<file path="config.mk">
export PLATFORM = sky130hd
export DESIGN_NAME = key_event_arbiter_flat
export DESIGN_NICKNAME = d
export VERILOG_FILES = /design/src/rtl/key_pkg.sv /design/src/rtl/key_event_arbiter_if.sv /design/src/rtl/key_evt_fifo.sv /design/src/rtl/key_event_arbiter.sv /design/src/flat_wrapper.sv
export SDC_FILE = /design/constraint.sdc
export NUM_CORES = 1
export LEC_CHECK = 0
export ABC_AREA = 1
export BUFFER_PORTS_ARGS = -buffer_cell sky130_fd_sc_hd__clkbuf_2
export CAP_MARGIN = 20
export CORE_MARGIN = 10
export CORE_UTILIZATION = 50
export CTS_BUF_LIST = sky130_fd_sc_hd__clkbuf_4 sky130_fd_sc_hd__clkbuf_8
export DETAILED_ROUTE_END_ITERATION = 10
export PLACE_DENSITY = 0.72
export SETUP_SLACK_MARGIN = 0.15
export SYNTH_ARGS = -nofsm -noshare
export SYNTH_HDL_FRONTEND = slang
export SYNTH_SLANG_ARGS = --single-unit
</file>
<file path="constraint.sdc">
create_clock -name clk -period 5 [get_ports clk]
set_clock_uncertainty 0.1 [all_clocks]
set_input_delay 1 -clock clk [delete_from_list [all_inputs] [get_ports clk]]
set_output_delay 1 -clock clk [all_outputs]
set_load 0.005 [all_outputs]
</file>
<file path="src/rtl/key_pkg.sv">
// Shared types and constants for the key event path.
// Holds the round-robin search used by the arbiter.
package key_pkg;

    localparam int KEY_N          = 16;
    localparam int KEY_CODE_W     = 4;
    localparam int FIFO_DEPTH_DEF = 4;

    typedef logic [KEY_N-1:0]      key_vec_t;
    typedef logic [KEY_CODE_W-1:0] key_code_t;

    typedef struct packed {
        logic      found;
        key_code_t idx;
    } rr_grant_t;

    // Scan ptr, ptr+1, ... (mod 16); the 4-bit add provides the wrap.
    function automatic rr_grant_t rr_pick(input key_vec_t req, input key_code_t ptr);
        rr_grant_t res;
        key_code_t idx;
        res = '0;
        for (int k = 0; k < KEY_N; k++) begin
            idx = ptr + key_code_t'(k);
            if (!res.found && req[idx]) begin
                res.found = 1'b1;
                res.idx   = idx;
            end else begin
                res = res;
            end
        end
        return res;
    endfunction

endpackage

</file>
<file path="src/rtl/key_event_arbiter_if.sv">
// Key event handshake toward the display/command logic.
interface key_event_arbiter_if;
    import key_pkg::*;

    logic      evt_valid;
    logic      evt_ready;
    key_code_t evt_code;

    modport master (output evt_valid, output evt_code, input  evt_ready);
    modport slave  (input  evt_valid, input  evt_code, output evt_ready);
endinterface

</file>
<file path="src/rtl/key_evt_fifo.sv">
// Show-ahead synchronous FIFO; a write while full is accepted when a read
// retires an entry in the same cycle.
module key_evt_fifo #(
    parameter int WIDTH = 4,
    parameter int DEPTH = 4
) (
    input  logic                   clk,
    input  logic                   RSTn,
    input  logic                   wr_en,
    input  logic [WIDTH-1:0]       wr_data,
    input  logic                   rd_en,
    output logic [WIDTH-1:0]       rd_data,
    output logic                   full,
    output logic                   empty,
    output logic [$clog2(DEPTH):0] count
);
    localparam int AW = $clog2(DEPTH);

    logic [WIDTH-1:0] mem_r [DEPTH];
    logic [AW-1:0]    wr_ptr_r;
    logic [AW-1:0]    rd_ptr_r;
    logic [AW:0]      cnt_r;
    logic             rd_do_s;
    logic             wr_do_s;

    // Qualify read/write strobes against occupancy.
    always_comb begin
        rd_do_s = rd_en & ~empty;
        wr_do_s = wr_en & (~full | rd_do_s);
    end

    // Storage, pointers and occupancy counter.
    always_ff @(posedge clk or negedge RSTn) begin
        if (!RSTn) begin
            for (int i = 0; i < DEPTH; i++) begin
                mem_r[i] <= '0;
            end
            wr_ptr_r <= '0;
            rd_ptr_r <= '0;
            cnt_r    <= '0;
        end else begin
            if (wr_do_s) begin
                mem_r[wr_ptr_r] <= wr_data;
                wr_ptr_r        <= wr_ptr_r + AW'(1);
            end
            if (rd_do_s) begin
                rd_ptr_r <= rd_ptr_r + AW'(1);
            end
            case ({wr_do_s, rd_do_s})
                2'b10:   cnt_r <= cnt_r + (AW+1)'(1);
                2'b01:   cnt_r <= cnt_r - (AW+1)'(1);
                default: cnt_r <= cnt_r;
            endcase
        end
    end

    assign rd_data = mem_r[rd_ptr_r];
    assign full    = (cnt_r == (AW+1)'(DEPTH));
    assign empty   = (cnt_r == (AW+1)'(0));
    assign count   = cnt_r;

endmodule

</file>
<file path="src/rtl/key_event_arbiter.sv">
// Turns debounced key levels into press events: rising edges become pending
// requests, a round-robin arbiter moves one per cycle into the event FIFO.
module key_event_arbiter
    import key_pkg::*;
#(
    parameter int FIFO_DEPTH = FIFO_DEPTH_DEF
) (
    input  logic                        clk,
    input  logic                        RSTn,
    input  logic [KEY_N-1:0]            key_deb,
    key_event_arbiter_if.master         evt,
    output logic [KEY_N-1:0]            pend_mask,
    output logic [$clog2(FIFO_DEPTH):0] fifo_cnt,
    output logic                        overflow,
    input  logic                        clr_ovf
);
    key_vec_t  key_prev_r;
    key_vec_t  pend_r;
    key_code_t rr_ptr_r;
    logic      ovf_r;

    key_vec_t  rise_s;
    key_vec_t  req_s;
    key_vec_t  gnt_vec_s;
    key_vec_t  pend_nxt_s;
    rr_grant_t grant_s;
    logic      fifo_full_s;
    logic      fifo_empty_s;
    logic      rd_fire_s;
    logic      can_wr_s;
    logic      drop_s;
    key_code_t fifo_data_s;

    // Edge detect, full-aware request gating, grant and pending update.
    always_comb begin
        rise_s    = key_deb & ~key_prev_r;
        rd_fire_s = evt.evt_ready & ~fifo_empty_s;
        can_wr_s  = ~fifo_full_s | rd_fire_s;
        if (can_wr_s) begin
            req_s = pend_r;
        end else begin
            req_s = '0;
        end
        grant_s   = rr_pick(req_s, rr_ptr_r);
        gnt_vec_s = '0;
        if (grant_s.found) begin
            gnt_vec_s[grant_s.idx] = 1'b1;
        end else begin
            gnt_vec_s = '0;
        end
        // A fresh rise on the key being granted re-arms its pending bit.
        pend_nxt_s = (pend_r & ~gnt_vec_s) | rise_s;
        drop_s     = |(pend_r & rise_s & ~gnt_vec_s);
    end

    // Edge history, pending set, round-robin pointer and sticky overflow.
    always_ff @(posedge clk or negedge RSTn) begin
        if (!RSTn) begin
            key_prev_r <= '0;
            pend_r     <= '0;
            rr_ptr_r   <= '0;
            ovf_r      <= 1'b0;
        end else begin
            key_prev_r <= key_deb;
            pend_r     <= pend_nxt_s;
            if (grant_s.found) begin
                rr_ptr_r <= grant_s.idx + key_code_t'(1);
            end else begin
                rr_ptr_r <= rr_ptr_r;
            end
            if (drop_s) begin
                ovf_r <= 1'b1;
            end else if (clr_ovf) begin
                ovf_r <= 1'b0;
            end else begin
                ovf_r <= ovf_r;
            end
        end
    end

    key_evt_fifo #(
        .WIDTH (KEY_CODE_W),
        .DEPTH (FIFO_DEPTH)
    ) u_fifo (
        .clk     (clk),
        .RSTn    (RSTn),
        .wr_en   (grant_s.found),
        .wr_data (grant_s.idx),
        .rd_en   (evt.evt_ready),
        .rd_data (fifo_data_s),
        .full    (fifo_full_s),
        .empty   (fifo_empty_s),
        .count   (fifo_cnt)
    );

    assign evt.evt_valid = ~fifo_empty_s;
    assign evt.evt_code  = fifo_data_s;
    assign pend_mask     = pend_r;
    assign overflow      = ovf_r;

endmodule

</file>
<file path="src/flat_wrapper.sv">
// flat-port wrapper written by rule: the top's interface ports become plain ports
module key_event_arbiter_flat import key_pkg::*;
#(
    parameter int FIFO_DEPTH = FIFO_DEPTH_DEF
)
  (clk, RSTn, key_deb, pend_mask, fifo_cnt, overflow, clr_ovf, evt_evt_valid, evt_evt_code, evt_evt_ready);
  key_event_arbiter_if evt_i ();
  input  logic clk;
  input  logic RSTn;
  input  logic [KEY_N-1:0] key_deb;
  output logic [KEY_N-1:0] pend_mask;
  output logic [$clog2(FIFO_DEPTH):0] fifo_cnt;
  output logic overflow;
  input  logic clr_ovf;
  output wire logic [$bits(evt_i.evt_valid)-1:0] evt_evt_valid;
  output wire logic [$bits(evt_i.evt_code)-1:0] evt_evt_code;
  input wire logic [$bits(evt_i.evt_ready)-1:0] evt_evt_ready;
  assign evt_evt_valid = evt_i.evt_valid;
  assign evt_evt_code = evt_i.evt_code;
  assign evt_i.evt_ready = evt_evt_ready;
  key_event_arbiter #(.FIFO_DEPTH(FIFO_DEPTH)) u_core (.clk(clk), .RSTn(RSTn), .key_deb(key_deb), .evt(evt_i), .pend_mask(pend_mask), .fifo_cnt(fifo_cnt), .overflow(overflow), .clr_ovf(clr_ovf));
endmodule
</file>
## Word-level counts from Yosys, hierarchy flattened

Cells that the tools add are included.

| operators by class | value |
|---|---|
| multiplexer cells | 61 |
| magnitude comparators | 21 |
| $add $sub $neg | 20 |
| equal/unequal tests | 3 |
| reduce and logical (&&, ||, !) cells | 36 |
| bitwise logic cells | 14 |

Operators with widths:

| kind | number |
|---|---|
| $lt A4 B5 Y1 const B | 17 |
| $mux W5 | 16 |
| $and A16 B16 Y16 | 4 |
| $bmux W1 S4 | 16 |
| $add A4 B4 Y4 const B | 8 |
| $mux W16 | 2 |
| $not A16 Y16 | 2 |
| $mux W1 | 19 |
| $logic_and A1 B1 Y1 | 17 |
| $add A4 B3 Y4 const B | 4 |
| $bwmux W16 | 1 |
| $or A16 B16 Y16 | 1 |
| $reduce_or A16 Y1 | 1 |
| $logic_not A1 Y1 | 15 |
| $mux W4 | 3 |
| $add A4 B1 Y4 const B | 2 |
| $add A4 B2 Y4 const B | 2 |
| $bmux W4 S2 | 1 |
| $demux W4 S2 | 1 |
| $ge A3 B3 Y1 const B | 2 |
| $not A2 Y3 | 2 |
| $pmux W3 S2 | 1 |
| $add A2 B1 Y2 const B | 2 |
| $demux W1 S4 | 1 |
| other kinds (12) | 15 |

| word-level totals | value |
|---|---|
| register bits after elaboration | 60 |
| input port bits | 20 |
| output and inout bits | 25 |
| logic and storage cells | 166 |

## Longest topological paths before layout

Gate-level depths: netlist of the first run.

| logic depth | value |
|---|---|
| depth after elaboration | 62 |
| gate-level depth with buffers | 33 |
| gate-level depth less buffers | 31 |

## By module

A second synthesis of the first run with hierarchy kept.

| unflattened totals | value |
|---|---|
| cell total of the unflattened synthesis | 760 |
| area total of the unflattened synthesis | 5,106.1 µm² |

By module, submodules not included:

| module | instances | seq. area each (µm²) | area an instance (µm²) | cells each |
|---|---|---|---|---|
| key_event_arbiter | 1 | 925.9 | 3,877.5 | 619 |
| key_evt_fifo | 1 | 575.6 | 1,228.7 | 141 |

## Least setup slack after synthesis of the first run

No wires, ideal clock.

| timing path | value |
|---|---|
| path type | register -> register |
| start point | reg u_core.rr_ptr_r[1] |
| end point | reg u_core.u_fifo.cnt_r[2] (netlist: u_core.u_fifo.count[2]) |
| cell stages (with the launch flop) | 27 |
| path slack | 0.619 ns |
| library setup time | 0.131 ns |
| required time | 4.769 ns |
| period minus slack after synthesis | 4.381 ns |
| arrival time | 4.150 ns |
| buffers on the path | 3 |
| cell sequence | dfrtp_1 clkbuf_1 inv_1 buf_2 ha_1 inv_1 clkbuf_1 nand3_1 nand3_1 nand3_1 nand2_4 nand3_4 nor2_4 nand4_4 nor2_4 nand4_4 nor2_4 nand4_2 inv_1 nand2_2 inv_1 ha_1 inv_1 fa_1 a21oi_1 o21ai_0 xor2_1 |

| on the way | value |
|---|---|
| cells in the longest elaborated chain, start to end | 51 |
| elaborated cells between the ends (all ways) | 98 |
| those cells by class | add/sub: 15; eq/ne: 2; mux: 49; bitwise: 1; reduce/logical: 31 |

Ends and longest elaborated chain:

| what | RTL line | source |
|---|---|---|
| from (decl) | key_event_arbiter.sv:19 | `key_code_t rr_ptr_r;` |
| from (signal assigned) | key_event_arbiter.sv:67 | `rr_ptr_r <= grant_s.idx + key_code_t'(1);` |
| from (signal assigned) | key_event_arbiter.sv:69 | `rr_ptr_r <= rr_ptr_r;` |
| branches (longest 47 deep; another with $add A4 B1 Y4) | n/a |  |
| $mux W5 (*) | key_pkg.sv:24 | `if (!res.found && req[idx]) begin` |
| $and A1 B1 Y1 (*) | key_evt_fifo.sv:29 | `wr_do_s = wr_en & (~full \| rd_do_s);` |
| $eq A2 B1 Y1 / $eq A2 B2 Y1 (equally long branches) | key_evt_fifo.sv:49 | `case ({wr_do_s, rd_do_s})` |
| $pmux W3 S2 / $reduce_bool A2 Y1 (equally long branches) | n/a |  |
| to (signal assigned) | key_evt_fifo.sv:50 | `2'b10: cnt_r <= cnt_r + (AW+1)'(1);` |
| to (signal assigned) | key_evt_fifo.sv:51 | `2'b01: cnt_r <= cnt_r - (AW+1)'(1);` |
| to (signal assigned) | key_evt_fifo.sv:52 | `default: cnt_r <= cnt_r;` |
| to (decl) | key_evt_fifo.sv:22 | `logic [AW:0] cnt_r;` |

Mark *: on every way between the ends. The select of a mux whose other input is x is not followed.
A chain may end at the register's enable or synchronous reset.

==> results of run 1 <==
worst paths after layout:
path	end	depth (start not counted)	startpoint	slack (ns)
worst min register to register	u_core.pend_mask[10]	1	u_core.key_prev_r[10]	0.35
worst max-delay path	u_core.overflow	26	u_core.rr_ptr_r[1]	0.47
worst min-delay path	u_core.pend_mask[10]	1	u_core.key_prev_r[10]	0.35
min in group asynchronous	u_core.u_fifo.mem_r[7]	1	RSTn	0.42
worst max register to register	u_core.overflow	26	u_core.rr_ptr_r[1]	0.47
max in group asynchronous	u_core.pend_mask[13]	2	RSTn	3.46
per-layer routing:
metal	global-route usage (%)	routed length (microns)	part of all wire, %	up-vias
met5	0	0	0	-
met4	6.182	329	2.3	0
met3	5.851	1310	9.0	33
met2	33.18	6689	46	244
met1	26.24	6252	43	2365
li1	-	-	-	2462
timing repair:
| item | 4_1_cts | 5_1_grt |
|---|---|---|
| endpoints found under the setup margin | 0 | 2 |
| hold buffers | 0 | 0 |
| gates resized for setup | 0 | 5 |
| setup buffers | 0 | 0 |
cell families (layout without fill, tap and decap cells):
| group | Yosys count | in the layout | share of synthesized area, % |
|---|---|---|---|
| compound gates | 57 | 57 | 6.476 |
| xor+xnor | 11 | 11 | 2.412 |
| fa+ha+maj | 15 | 15 | 4.090 |
| buf+inv | 107 | 167 | 9.307 |
| flops | 60 | 60 | 31.46 |
| simple gates | 466 | 467 | 46.25 |
cell type report:
class / instances / area [sq um]
sequential: 60 / 1501
timing repair buffer: 61 / 347.8
multi-input combinational: 550 / 2850
inverter: 90 / 341.6
clock buffer: 10 / 131.4
clock inverter: 6 / 88.84
tap: 129 / 161.4
fill: 891 / 3861
flip-flops by register name, summed over array words and instances, names as in the netlist:
signal,count
u_core.u_fifo.rd_ptr_r,2
u_core.overflow,1
u_core.rr_ptr_r,4
u_core.key_prev_r,16
u_core.u_fifo.wr_ptr_r,2
u_core.u_fifo.count,3
u_core.u_fifo.mem_r,16
u_core.pend_mask,16
metrics by stage:
stage / instances / setup slack, ns / hold slack (ns) / area (sq um)
detailed placement: 889 / 0.07576 / 0.3468 / 5175
finish: 906 / 0.4732 / 0.3544 / 5423
CTS: 905 / 0.4416 / 0.3617 / 5395
floorplan: 716 / 0.6189 / 0.3250 / 4772
global placement: 889 / 0.2109 / 0.3359 / 5175
global route: 906 / 0.1660 / 0.4008 / 5423
cell usage in the layout (no fill, tap or decap), types with 3 or more instances in the layout:
cell	Yosys	layout
sky130_fd_sc_hd__nand3_1	168	168
sky130_fd_sc_hd__nand2_1	161	161
sky130_fd_sc_hd__inv_1	87	86
sky130_fd_sc_hd__nor2_1	86	85
sky130_fd_sc_hd__dfrtp_1	60	60
sky130_fd_sc_hd__clkbuf_2	0	44
sky130_fd_sc_hd__o21ai_0	39	39
sky130_fd_sc_hd__buf_4	3	17
sky130_fd_sc_hd__nand4_1	15	15
sky130_fd_sc_hd__ha_1	14	14
sky130_fd_sc_hd__nand2_2	11	10
sky130_fd_sc_hd__clkbuf_8	0	9
sky130_fd_sc_hd__xor2_1	7	7
sky130_fd_sc_hd__nor2_4	5	6
sky130_fd_sc_hd__a21oi_1	6	6
sky130_fd_sc_hd__o22ai_1	5	5
sky130_fd_sc_hd__nor2_2	4	4
sky130_fd_sc_hd__xnor2_1	3	3
sky130_fd_sc_hd__inv_2	3	3
sky130_fd_sc_hd__nand3_2	3	3
sky130_fd_sc_hd__nand2_4	1	3
sky130_fd_sc_hd__nor3_2	3	3
sky130_fd_sc_hd__clkinvlp_4	0	3
critical path, cell delays in order, from the launching register on:
cell	delay (ns)
sky130_fd_sc_hd__dfrtp_1	0.50
sky130_fd_sc_hd__inv_1	0.10
sky130_fd_sc_hd__buf_4	0.20
sky130_fd_sc_hd__ha_1	0.40
sky130_fd_sc_hd__inv_1	0.33
sky130_fd_sc_hd__nand3_1	0.16
sky130_fd_sc_hd__nand2_1	0.11
sky130_fd_sc_hd__inv_1	0.04
sky130_fd_sc_hd__o21ai_0	0.55
sky130_fd_sc_hd__inv_1	0.17
sky130_fd_sc_hd__nand4_4	0.17
sky130_fd_sc_hd__nor2_1	0.07
sky130_fd_sc_hd__nor2_1	0.14
sky130_fd_sc_hd__nand2_1	0.08
sky130_fd_sc_hd__inv_1	0.06
sky130_fd_sc_hd__nand2_1	0.05
sky130_fd_sc_hd__nand2_1	0.07
sky130_fd_sc_hd__nand2_2	0.11
sky130_fd_sc_hd__inv_1	0.21
sky130_fd_sc_hd__ha_1	0.26
sky130_fd_sc_hd__nand3_1	0.11
sky130_fd_sc_hd__nand2_1	0.08
sky130_fd_sc_hd__inv_1	0.03
sky130_fd_sc_hd__nor2_1	0.09
sky130_fd_sc_hd__nand2_1	0.06
sky130_fd_sc_hd__nor2_1	0.10
sky130_fd_sc_hd__nand2_1	0.06
==> summary.txt, run 1 <==
Setup path
  • Worst path arrival time: 4.66 ns
  • Start-to-end type of the worst setup path: reg -> reg
  • Required time of the critical path: 5.13 ns
  • Sort of element at the end of the critical path: flop
  • Startpoint type of the worst setup path: flop
  • Largest fanout on the critical path: 13

Synthesis
  • Biggest area consumer among synthesized cells: sky130_fd_sc_hd__dfrtp_1
  • Synth top area share: between 30% and 40%
  • Post-synth top cells: sky130_fd_sc_hd__nand3_1 (168), sky130_fd_sc_hd__nand2_1 (161), sky130_fd_sc_hd__inv_1 (87)
  • Top cells by area in the synthesized netlist: sky130_fd_sc_hd__dfrtp_1 (31%), sky130_fd_sc_hd__nand3_1 (18%), sky130_fd_sc_hd__nand2_1 (13%), sky130_fd_sc_hd__inv_1 (6.8%), sky130_fd_sc_hd__nor2_1 (6.8%)
  • Number of different library cells in the post-synthesis netlist: 36
  • Synth Net Count: 751
  • Synth Instances: 716
  • Most frequent cell after synthesis: sky130_fd_sc_hd__nand3_1
  • Avg Cell Area, Syn: 6.665 sq um
  • Post-Syn Area: roughly 4800 sq um
  • Fraction of registers with async set or reset after synthesis: 100.0%
  • Number of flip-flops and latches in the synthesized netlist: 60
  • Number of warnings printed during yosys synthesis: 0
  • Sequential cell area fraction in the yosys report: 31.46%
  • EDFF count, synth: 0
  • Most used DFF post-synth: sky130_fd_sc_hd__dfrtp_1

Timing
  • Count of final hold-check violations: 0
  • Unrepaired setup endpoints after global routing: no
  • Worst-Margin Slew: 0.7293 ns
  • Ratio of final minimum period to clock period: 90.54%
  • Fmax: 220.9 MHz
  • Setup TNS after final layout: 0 ns
  • Final setup vio count: 0
  • Number of slew-limit violations in the final report: 0
  • Time the worst path needs with I/O delays and setup: around 4.5 ns
  • Max transition margin: 50.86%

Detailed routing
  • Starting DRT DRC Count: about 600
  • Antenna Violating Nets Remaining: 0
  • Vias per inst: 5.634
  • Via count: 5104
  • Wirelength per Cell: between 15 and 20 microns
  • DRC Markers: 0
  • Detailed-router iteration count before antenna repair: 6
  • Total Wirelength: roughly 15000 microns

Clocking
  • Clock transition time at the flip-flop clock pins of the worst setup and hold paths: 0.07 ns
  • Cell at the root of the clock tree: sky130_fd_sc_hd__clkbuf_8
  • Later-pin clock latency in the skew report: 0.35 ns
  • CTS Buffer Depth: 2
  • Clock sink count: 60
  • Total CTS buffers: 9
  • Clock tree from TritonCTS: built
  • Max H-tree Level: 3

Die
  • Count of pins on the block boundary: 45
  • Std-Cell Rows: 35
  • Floorplan die area: 13850 sq um
  • Floorplan Core Area: 9284 sq um
  • Effective utilization at floorplan: 51.40%
  • Vertical extent of the die: 117.7 microns
  • Die width: 117.7 microns

Placed design
  • Port bufs: 44
  • Detailed placement HPWL: 11220 microns
  • Last weighted congestion value of the routability-driven placer: slightly below 1

Flow run
  • MaxCap Viol Count: 0

Global route
  • Wire length of the first global-routing pass: 23800 microns
  • Antenna violations before repair: 0
  • Largest net degree at the start of global routing: 49
  • Overflow left after global routing: 0
  • Total routing resource utilization after global routing: between 20% and 30%
  • Via count of the first global-routing pass: about 4800

Status
  • Run status: completed

Layout
  • Layout cells sized above 1: between 15 and 20%
  • Total inserted antenna cells: 0
  • Core occupancy in the finished layout: 58.41%
  • Net count reported at finish: 807
  • Area delta synth->final: 13.63%

Min path
  • Kind of path behind the tightest hold check: reg -> reg
Power of run 1 is not shown: default switching activity piles up to over one toggle a cycle in this logic, so the estimate is an artifact.
==> run 2, diff against run 1 <==
--- a/config.mk
+++ b/config.mk
@@ -12,7 +12,7 @@
 export CORE_UTILIZATION = 50
 export CTS_BUF_LIST = sky130_fd_sc_hd__clkbuf_4 sky130_fd_sc_hd__clkbuf_8
 export DETAILED_ROUTE_END_ITERATION = 10
-export PLACE_DENSITY = 0.72
+export PLACE_DENSITY = 0.75
 export SETUP_SLACK_MARGIN = 0.15
 export SYNTH_ARGS = -nofsm -noshare
 export SYNTH_HDL_FRONTEND = slang
==> constraint.sdc (replaced) <==
create_clock -name clk -period 3.8 [get_ports clk]
set_clock_uncertainty 0.1 [all_clocks]
set_input_delay 0.76 -clock clk [delete_from_list [all_inputs] [get_ports clk]]
set_output_delay 0.76 -clock clk [all_outputs]
set_load 0.005 [all_outputs]
==> run 2 against run 1 <==
Effect of this change:
- the run now ends with negative setup slack left
- register-to-register slack got worse by 0.74 ns
- global-route usage rose by 2.3 points
- non-clock buffer count grew 119
- routed wire length rose by 37%
- sequential share of layout area is 7.3 points lower
- setup slack got worse by 0.74 ns
- cell area increased by 36%
- via count rose by 18%
- cell count increased by 13%
- first-iteration DRC count increased by 11%
- critical path depth rose by 5
- hold slack worse by 0.071 ns
==> summary.txt, run 2 (synthesis gave the netlist of run 1 again) <==
Setup path
  • Sort of element at the end of the critical path: flop (unchanged)
  • Largest fanout on the critical path: 8 (was 13)
  • CP max stage cell: sky130_fd_sc_hd__clkbuf_16 (was sky130_fd_sc_hd__o21ai_0)
  • Crit path from: evt_evt_ready (was u_core.rr_ptr_r[1])
  • Top cell by count, worst path: sky130_fd_sc_hd__nand3_4
  • Startpoint type of the worst setup path: input pin (was flop)
  • Start-to-end type of the worst setup path: in -> reg (was reg -> reg)
  • Worst path arrival time: 4.22 ns (was 4.66 ns)
  • Required time of the critical path: 3.94 ns (was 5.13 ns)
  • Max stage delay on crit path: 0.21 ns (was 0.55 ns)
  • Worst R2R Start: u_core.u_fifo.count[0] (was u_core.rr_ptr_r[1])
  • Reg-to-reg setup timing slack: -0.27 ns (was 0.47 ns)
  • Capture point of the worst reg-to-reg path: u_core.overflow (unchanged)
  • Depth of the most critical reg-to-reg path: 30 (was 26)

Die
  • Std-Cell Rows: 35 (unchanged)
  • Vertical extent of the die: 117.7 microns (unchanged)
  • Floorplan Core Area: 9284 sq um (unchanged)
  • Count of pins on the block boundary: 45 (unchanged)
  • Die width: 117.7 microns (unchanged)
  • Floorplan die area: 13850 sq um (unchanged)
  • Effective utilization at floorplan: 51.40% (unchanged)

Timing
  • Worst hold slack after final layout: 0.2838 ns (was 0.3544 ns)
  • Final setup vio count: 4 (was 0)
  • Max transition margin: 52.74% (was 50.86%)
  • Worst Setup Slack, final: -0.2715 ns (was 0.4732 ns)
  • Worst-Margin Slew: 0.7026 ns (was 0.7293 ns)
  • Fmax: approximately 250 MHz
  • Ratio of final minimum period to clock period: 107.1%
  • Setup TNS after final layout: -0.5525 ns (was 0 ns)
  • Time the worst path needs with I/O delays and setup: 4.072 ns
  • Number of slew-limit violations in the final report: 0 (unchanged)
  • Unrepaired setup endpoints after global routing: yes (was no)
  • Count of final hold-check violations: 0 (unchanged)

Layout
  • Register cell area after layout: 1505 sq um (was 1501 sq um)
  • Core occupancy in the finished layout: 79.41% (was 58.41%)
  • Layout cells sized above 1: 43.74% (was 15.32%)
  • Filler cell count: 595 (was 891)
  • Area of the multi-input gates: 3744 sq um (was 2850 sq um)
  • Most frequent standard cell in the layout excluding fill and tap cells: sky130_fd_sc_hd__nand2_1 (was sky130_fd_sc_hd__nand3_1)
  • Net count reported at finish: 925 (was 807)
  • Area delta synth->final: 54.48% (was 13.63%)
  • Commonest cells after routing, fill and taps aside: sky130_fd_sc_hd__nand2_1 (146), sky130_fd_sc_hd__buf_4 (107), sky130_fd_sc_hd__nand3_1 (78) (was sky130_fd_sc_hd__nand3_1 (168), sky130_fd_sc_hd__nand2_1 (161), sky130_fd_sc_hd__inv_1 (86))
  • Total inserted antenna cells: 0 (unchanged)

Global route
  • Antenna violations before repair: 0 (unchanged)
  • Wire length of the first global-routing pass: 26420 microns (was 23800 microns)
  • Largest net degree at the start of global routing: 24 (was 49)
  • Via count of the first global-routing pass: 5353 (was 4829)
  • Overflow left after global routing: 0 (unchanged)
  • Total routing resource utilization after global routing: 22.96% (was 20.65%)

Detailed routing
  • Wirelength per Cell: 19.53 microns (was 16.09 microns)
  • Starting DRT DRC Count: 669 (was 603)
  • DRC Markers: 0 (unchanged)
  • Detailed-router iteration count before antenna repair: 6 (unchanged)
  • Vias per inst: 5.899 (was 5.634)
  • Total Wirelength: 19980 microns (was 14580 microns)
  • Via count: 6035 (was 5104)
  • Antenna Violating Nets Remaining: 0 (unchanged)

Clocking
  • CTS Buffer Depth: 2 (unchanged)
  • Later-pin clock latency in the skew report: 0.36 ns (was 0.35 ns)
  • Clock sink count: 60 (unchanged)
  • Clock tree from TritonCTS: built (unchanged)
  • Clock transition time at the flip-flop clock pins of the worst setup and hold paths: 0.07 ns (about the same)
  • Max H-tree Level: 3 (unchanged)
  • Cell at the root of the clock tree: sky130_fd_sc_hd__clkbuf_8 (unchanged)
  • Total CTS buffers: 9 (unchanged)
  • Cts-stage hold buffer count: 0 (unchanged)

Status
  • Violated checks: negative setup slack
  • Run status: finished, violations left (was completed)

Placed design
  • Worst slack after detailed placement: -0.3989 ns (was 0.07576 ns)
  • Last weighted congestion value of the routability-driven placer: 1.007 (was 0.9699)
  • Port bufs: 44 (unchanged)
  • Detailed placement HPWL: 12520 microns (was 11220 microns)

Flow run
  • MaxCap Viol Count: 0 (unchanged)

Min path
  • Kind of path behind the tightest hold check: in -> async (was reg -> reg)
-- run 2: cell types whose count changed in the layout (fill, tap and decap cells not counted), sizes merged --
cell,change
buf,+118
bufinv,-2
clkbuf,+2
clkinvlp,-1
inv,+1
nand2,-1
-- run 2: layout make-up --
class | instances | share of cell area [%]
Multi-Input combinational cell | 549 | 50.78
Inverter | 90 | 4.752
Clock inverter | 4 | 0.3394
Sequential cell | 60 | 20.42
Timing Repair Buffer | 180 | 19.47
Tap cell | 129 | 2.189
Clock buffer | 11 | 2.054
-- run 2: worst max-delay path: cells and delay by family --
kind | cells | cell delay (ns)
AND/OR/NAND/NOR | 25 | 2.72
buffers and inverters | 6 | 0.71
-- run 2: per-stage QoR --
stage,cell area (sq um),instances
global route,7372,1023
global placement,6072,979
floorplan,4989,716
CTS,6553,1003
finish,7372,1023
detailed placement,6072,979
-- run 2: per-layer routing --
layer | part of all wire [%] | vias up | track usage [%]
met5 | 0 | - | 0
met4 | 4.1 | 0 | 6.646
met3 | 9.6 | 103 | 5.420
met2 | 48 | 420 | 37.87
met1 | 38 | 2809 | 29.12
li1 | - | 2703 | -
-- run 2: what timing repair did --
| action | 4_1_cts | 5_1_grt |
|---|---|---|
| resized for setup | 51 | 152 |
| setup buffers | 8 | 18 |
| endpoints found under the setup margin | 18 | 34 |
| gates cloned | 1 | 2 |
| pin swaps | 16 | 23 |
-- run 2: how the worst max path moves through the flow --
stage	cells past startpoint	to
after floorplan	26	u_core.u_fifo.count[2]
after global placement	29	u_core.overflow
after detailed placement	29	u_core.overflow
after CTS	29	u_core.overflow
after global routing	30	u_core.overflow
final	31	u_core.overflow
Power of run 2 is left out for the same reason.
